<file path="src/rtl/sdram_mon_pkg.sv">
// Shared types for the SDRAM power-up sequence monitor: command, state and
// error-code enums plus default parameter values.
package sdram_mon_pkg;

  localparam int unsigned DEF_INIT_CYCLES    = 5000;
  localparam int unsigned DEF_PRE_WINDOW     = 8;
  localparam int unsigned DEF_NUM_AREF       = 2;
  localparam int unsigned DEF_TRFC_CYCLES    = 4;
  localparam int unsigned DEF_TIMEOUT_CYCLES = 1024;

  typedef enum logic [2:0] {
    CMD_INHIBIT = 3'd0,
    CMD_NOP     = 3'd1,
    CMD_ACTIVE  = 3'd2,
    CMD_AREF    = 3'd3,
    CMD_PRE     = 3'd4,
    CMD_LMR     = 3'd5,
    CMD_OTHER   = 3'd6
  } cmd_e;

  typedef enum logic [2:0] {
    ST_WAIT    = 3'd0,
    ST_PRE_WIN = 3'd1,
    ST_AREF    = 3'd2,
    ST_LMR     = 3'd3,
    ST_DONE    = 3'd4,
    ST_ERROR   = 3'd5
  } state_e;

  typedef enum logic [2:0] {
    ERR_NONE        = 3'd0,
    ERR_EARLY_CMD   = 3'd1,
    ERR_NO_PRE      = 3'd2,
    ERR_PRE_NOT_ALL = 3'd3,
    ERR_ORDER       = 3'd4,
    ERR_TRFC        = 3'd5,
    ERR_TIMEOUT     = 3'd6
  } err_e;

endpackage

</file>
<file path="src/rtl/sdram_cmd_decode.sv">
// Combinational decode of the SDRAM command pins {cs_n,ras_n,cas_n,we_n}.
module sdram_cmd_decode
  import sdram_mon_pkg::*;
(
  input  logic i_cs_n,
  input  logic i_ras_n,
  input  logic i_cas_n,
  input  logic i_we_n,
  output cmd_e o_cmd
);

  always_comb begin
    o_cmd = CMD_OTHER;
    if (i_cs_n) begin
      o_cmd = CMD_INHIBIT;
    end else begin
      case ({i_ras_n, i_cas_n, i_we_n})
        3'b111:  o_cmd = CMD_NOP;
        3'b011:  o_cmd = CMD_ACTIVE;
        3'b001:  o_cmd = CMD_AREF;
        3'b010:  o_cmd = CMD_PRE;
        3'b000:  o_cmd = CMD_LMR;
        default: o_cmd = CMD_OTHER;
      endcase
    end
  end

endmodule

</file>
<file path="src/rtl/sdram_init_monitor.sv">
// Checks the SDRAM power-up sequence: idle wait, PRECHARGE-all, N x AREF, LMR.
// Optional PRE-to-LMR watchdog is enabled by defining SDRAM_INIT_MON_TIMEOUT_EN.
module sdram_init_monitor
  import sdram_mon_pkg::*;
#(
  parameter int unsigned INIT_CYCLES    = DEF_INIT_CYCLES,
  parameter int unsigned PRE_WINDOW     = DEF_PRE_WINDOW,
  parameter int unsigned NUM_AREF       = DEF_NUM_AREF,
  parameter int unsigned TRFC_CYCLES    = DEF_TRFC_CYCLES,
  parameter int unsigned TIMEOUT_CYCLES = DEF_TIMEOUT_CYCLES
) (
  input  logic       clk,
  input  logic       reset,
  input  logic       cs_n,
  input  logic       ras_n,
  input  logic       cas_n,
  input  logic       we_n,
  input  logic       a10,
  output logic       init_done,
  output logic       done_pulse,
  output logic       init_err,
  output logic [2:0] err_code,
  output logic [2:0] state
);

  localparam int unsigned CNT_MAX = (INIT_CYCLES > PRE_WINDOW) ? INIT_CYCLES : PRE_WINDOW;
  localparam int unsigned CW = $clog2(CNT_MAX + 1);
  localparam int unsigned AW = $clog2(NUM_AREF + 1);
  localparam int unsigned GW = $clog2(TRFC_CYCLES + 1);

  cmd_e   w_cmd;
  logic   w_idle;
  err_e   w_err;
  state_e r_state;
  logic [CW-1:0] r_cnt;
  logic [AW-1:0] r_aref_cnt;
  logic [GW-1:0] r_gap;
  logic   r_done, r_pulse, r_err;
  err_e   r_code;

  sdram_cmd_decode u_dec (
    .i_cs_n (cs_n),
    .i_ras_n(ras_n),
    .i_cas_n(cas_n),
    .i_we_n (we_n),
    .o_cmd  (w_cmd)
  );

  assign w_idle = (w_cmd == CMD_INHIBIT) || (w_cmd == CMD_NOP);

`ifdef SDRAM_INIT_MON_TIMEOUT_EN
  localparam int unsigned WW = $clog2(TIMEOUT_CYCLES + 1);
  logic [WW-1:0] r_wdog;
  logic          w_wdog_hit;
  // A completing LMR on the limit cycle still counts as success.
  assign w_wdog_hit = ((r_state == ST_AREF) ||
                       (r_state == ST_LMR && w_cmd != CMD_LMR)) &&
                      (r_wdog == WW'(TIMEOUT_CYCLES - 1));
`endif

  always_comb begin
    w_err = ERR_NONE;
    case (r_state)
      ST_WAIT: if (!w_idle) w_err = ERR_EARLY_CMD;
      ST_PRE_WIN: begin
        if (w_cmd == CMD_PRE) begin
          if (!a10) w_err = ERR_PRE_NOT_ALL;
        end else if (!w_idle) begin
          w_err = ERR_ORDER;
        end else if (r_cnt == CW'(PRE_WINDOW - 1)) begin
          w_err = ERR_NO_PRE;
        end
      end
      ST_AREF: begin
        // r_gap holds cycles since the previous AREF issue, saturating at tRFC.
        if (w_cmd == CMD_AREF) begin
          if (r_aref_cnt != '0 && r_gap < GW'(TRFC_CYCLES)) w_err = ERR_TRFC;
        end else if (!w_idle) begin
          w_err = ERR_ORDER;
        end
      end
      ST_LMR: if (w_cmd != CMD_LMR && !w_idle) w_err = ERR_ORDER;
      default: ;
    endcase
`ifdef SDRAM_INIT_MON_TIMEOUT_EN
    if (w_err == ERR_NONE && w_wdog_hit) w_err = ERR_TIMEOUT;
`endif
  end

  always_ff @(posedge clk) begin
    if (reset) begin
      r_state    <= ST_WAIT;
      r_cnt      <= '0;
      r_aref_cnt <= '0;
      r_gap      <= '0;
      r_done     <= 1'b0;
      r_pulse    <= 1'b0;
      r_err      <= 1'b0;
      r_code     <= ERR_NONE;
    end else begin
      r_pulse <= 1'b0;
      if (w_err != ERR_NONE) begin
        r_state <= ST_ERROR;
        r_err   <= 1'b1;
        r_code  <= w_err;
      end else begin
        case (r_state)
          ST_WAIT: begin
            if (r_cnt == CW'(INIT_CYCLES - 1)) begin
              r_state <= ST_PRE_WIN;
              r_cnt   <= '0;
            end else if (r_cnt != CW'(CNT_MAX)) begin
              r_cnt <= r_cnt + CW'(1);
            end
          end
          ST_PRE_WIN: begin
            if (w_cmd == CMD_PRE) begin
              r_state    <= ST_AREF;
              r_aref_cnt <= '0;
              r_gap      <= '0;
            end else if (r_cnt != CW'(CNT_MAX)) begin
              r_cnt <= r_cnt + CW'(1);
            end
          end
          ST_AREF: begin
            if (w_cmd == CMD_AREF) begin
              r_gap      <= GW'(1);
              r_aref_cnt <= r_aref_cnt + AW'(1);
              if (r_aref_cnt == AW'(NUM_AREF - 1)) r_state <= ST_LMR;
            end else if (r_gap != GW'(TRFC_CYCLES)) begin
              r_gap <= r_gap + GW'(1);
            end
          end
          ST_LMR: begin
            if (w_cmd == CMD_LMR) begin
              r_state <= ST_DONE;
              r_done  <= 1'b1;
              r_pulse <= 1'b1;
            end
          end
          default: ;
        endcase
      end
    end
  end

`ifdef SDRAM_INIT_MON_TIMEOUT_EN
  always_ff @(posedge clk) begin
    if (reset || (r_state == ST_PRE_WIN)) begin
      r_wdog <= '0;
    end else if ((r_state == ST_AREF || r_state == ST_LMR) &&
                 r_wdog != WW'(TIMEOUT_CYCLES)) begin
      r_wdog <= r_wdog + WW'(1);
    end
  end
`endif

  assign init_done  = r_done;
  assign done_pulse = r_pulse;
  assign init_err   = r_err;
  assign err_code   = r_code;
  assign state      = r_state;

endmodule

</file>
<file path="config.mk">
export PLATFORM = sky130hd
export DESIGN_NAME = sdram_init_monitor
export DESIGN_NICKNAME = d
export VERILOG_FILES = /design/src/rtl/sdram_mon_pkg.sv /design/src/rtl/sdram_cmd_decode.sv /design/src/rtl/sdram_init_monitor.sv
export SDC_FILE = /design/constraint.sdc
export NUM_CORES = 1
export LEC_CHECK = 0
export CORE_ASPECT_RATIO = 1.25
export CORE_MARGIN = 4
export CORE_UTILIZATION = 30
export CTS_CLUSTER_DIAMETER = 150
export DETAILED_ROUTE_END_ITERATION = 8
export DONT_BUFFER_PORTS = 1
export PLACE_DENSITY = 0.55
export SLEW_MARGIN = 20
export SYNTH_ARGS = -nofsm -noshare
export SYNTH_HDL_FRONTEND = slang
export SYNTH_SLANG_ARGS = --single-unit
</file>
<file path="constraint.sdc">
create_clock -name clk -period 2.4 [get_ports clk]
set_clock_uncertainty 0.05 [all_clocks]
set_input_delay 0.24 -clock clk [delete_from_list [all_inputs] [get_ports clk]]
set_output_delay 0.24 -clock clk [all_outputs]
set_load 0.05 [all_outputs]
</file>
==> impl_metrics.tcl <==
set metrics [dict create \
    die_h_um 92.1 \
    worstSetupEndpointType "flop" \
    synth.area.top_cells "dfxtp_1, a21oi_1, ha_1" \
    grt_pass1_vias 1594 \
    grtUsageTotal 0.143 \
    ys.flop_type "dfxtp_1" \
    cp_max_fo 6 \
    cts_tree "yes" \
    cp.arrival_ns 2.44 \
    dp_hpwl_um 3390 \
    syn_area_per_cell_um2 8.04 \
    post-synth-top-count-cell "dfxtp_1" \
    syn_inst 211 \
    dieArea_mm2 0.00693 \
    place.gp.congestion 0.899 \
    grt_max_degree 21 \
    synth_enable_flop_cells 0 \
    synthDistinctLibCells 46 \
    finalCritPeriodShare 0.960 \
    yosys_warnings 0 \
    viasPerCell 5.64 \
    critPathBufInv 0 \
    ys_seq_elements 27 \
    h-tree-depth 1 \
    finalSetupViolCount 0 \
    final_area_mm2 0.00202 \
    async_reset_ff_frac 0 \
    ir_worst_vdd_mv 0.206 \
    use_met1 0.179 \
    min_path_type "in -> reg" \
    fin_nets 246 \
    worstSetupStartpointType "flop" \
    powerDensity_mw_per_mm2 457 \
    place.port_buffers 0 \
    cp_top_family "simple AND/OR/NAND/NOR gates" \
    p_leak_nw 0.693 \
    hold_viol_final 0 \
    grtUsageMet2 0.248 \
    fin_cells 296 \
    synth_fp_nets 224 \
    critical_path.cell_chain "ha_4 > or4b_2 > nor4_1 > a31o_2 > nor2_1" \
    io_pins 16 \
    cts_num_sinks 27 \
    synth_common_cells "dfxtp_1, a21oi_1, nor2_1" \
    grt_pass1_wl_um 7750 \
    slew_violations 0 \
    initial_core_util 0.312 \
    synth_area_mm2 0.00170 \
    busiest_layer "met2" \
    core-area_mm2 0.00544 \
    fill_cells 570 \
    grt_use_met3 0.0241 \
    path_clk_slew_ns 0.10 \
    relSlewSlack 0.570 \
    worst_pin_slew_ns 0.639 \
    dp.cells 288 \
    clk_latency_ns 0.29 \
    finalPower_w 0.000921 \
    min_period_ns 2.30 \
    numCtsBuffers 3 \
    cap_violations 0 \
    worstSetupPathType "reg -> reg" \
    drive_above_1_share 0.216 \
    crit_slowest_cell "or4b_2" \
    syn2layout_area_growth_pct 18.8 \
    worstPathRequired_ns 2.53 \
    clockBufferDepth 2 \
    critical_path_depth 5 \
    reg2regPathDepth 5 \
    hold_ws_ns 0.118 \
    yosysTopAreaCellShare 0.319 \
    ant_nets 0 \
    wl_um 4870 \
    clockRootBuffer "clkbuf_8" \
    slowest_delay_ns 0.62 \
    diodes 0 \
    status "complete, no violations" \
    grt.overflow.total 0 \
    whs_path_depth 2 \
    antenna_found_initial 0 \
    post_drt_wl_per_cell_um 16.5 \
    die_x_um 75.3 \
    yosysSeqAreaShare 0.319 \
    drt_iter0_markers 108 \
    place_area_mm2 0.00192 \
    fmax_mhz 434 \
    drc_errors 0 \
    fp-row-count 30 \
    yosysTopAreaCell "dfxtp_1" \
    dr_total_vias 1670 \
    firstDrtPassIters 4 \
]
-- flip-flops by register name, indices dropped and copies added (netlist names) --
name	flops
r_aref_cnt	2
done_pulse	1
r_gap	3
r_cnt	13
init_done	1
state	3
init_err	1
err_code	3
-- where the power goes --
| group | switching, W | internal [W] |
|---|---|---|
| clock | 0.000161 | 0.000118 |
| sequential | 0.0000345 | 0.000461 |
| combinational | 0.0000889 | 0.0000572 |
-- stage by stage --
stage	setup TNS [ns]	worst slack [ns]	util
global route	-0.139	-0.0312	0.370
finish	0	0.0954	0.370
global placement	0	0.0669	0.352
CTS	0	0.0598	0.365
floorplan	0	0.00668	-
detailed placement	0	0.0153	0.352
-- worst register-to-register path: stages, from the launching register on --
cell and delay [ns]:
dfxtp_2 0.36, ha_4 0.13, or4b_2 0.62, nor4_1 0.62
a31o_2 0.35, nor2_1 0.07
-- timing repair --
action                     4_1_cts  5_1_grt
hold buffers                     1        0
setup buffers                    0        1
hold endpoints to repair        14        0
cloned                           0        2
pin swaps                        0        1
setup endpoints to repair        2       12
gates resized for setup          1        3
-- path summary, 6_finish.rpt --
kind | start | end | slack [ns]
max | r_cnt[1] | r_cnt[10] | 0.1
min | reset | r_cnt[0] | 0.12
max reg2reg | r_cnt[1] | r_cnt[10] | 0.1
min reg2reg | r_aref_cnt[1] | r_aref_cnt[1] | 0.46
-- layer usage --
layer / routed length, um / up-vias
met5: 0 / -
met4: 67 / 0
met3: 221 / 9
met2: 2490 / 34
met1: 2090 / 776
li1: - / 851
-- cell families after synthesis --
| kind of cell | share of synthesized area |
|---|---|
| buffers and inverters | 0.0509 |
| muxes | 0.00590 |
| and+or+nand+nor | 0.328 |
| DFF | 0.319 |
| adders and majority gates | 0.0442 |
| AOI/OAI and AO/OA | 0.232 |
| xor gates and xnor gates | 0.0206 |
-- cell usage in the layout (no fill, tap or decap), types with 5 or more instances in the layout --
cell	netlist	final
a21oi_1	23	23
and3_1	5	5
buf_4	0	25
dfxtp_1	27	24
ha_1	6	5
inv_1	8	8
nand2_1	8	8
nand3_1	13	13
nand4_1	8	8
nor2_1	19	19
o21ai_0	10	10
o31ai_1	8	8
or4_1	8	8
-- layout make-up --
type                       count  area, um2  share of cell area
multi-input combinational    166       1110               0.551
sequential                    27        544               0.270
timing repair buffer          27        203               0.101
tap                           64       80.1              0.0397
clock buffer                   3       41.3              0.0205
inverter                       8       30.0              0.0149
clock inverter                 1       7.51             0.00372
No activity file was read; power rests on OpenSTA's default activity.
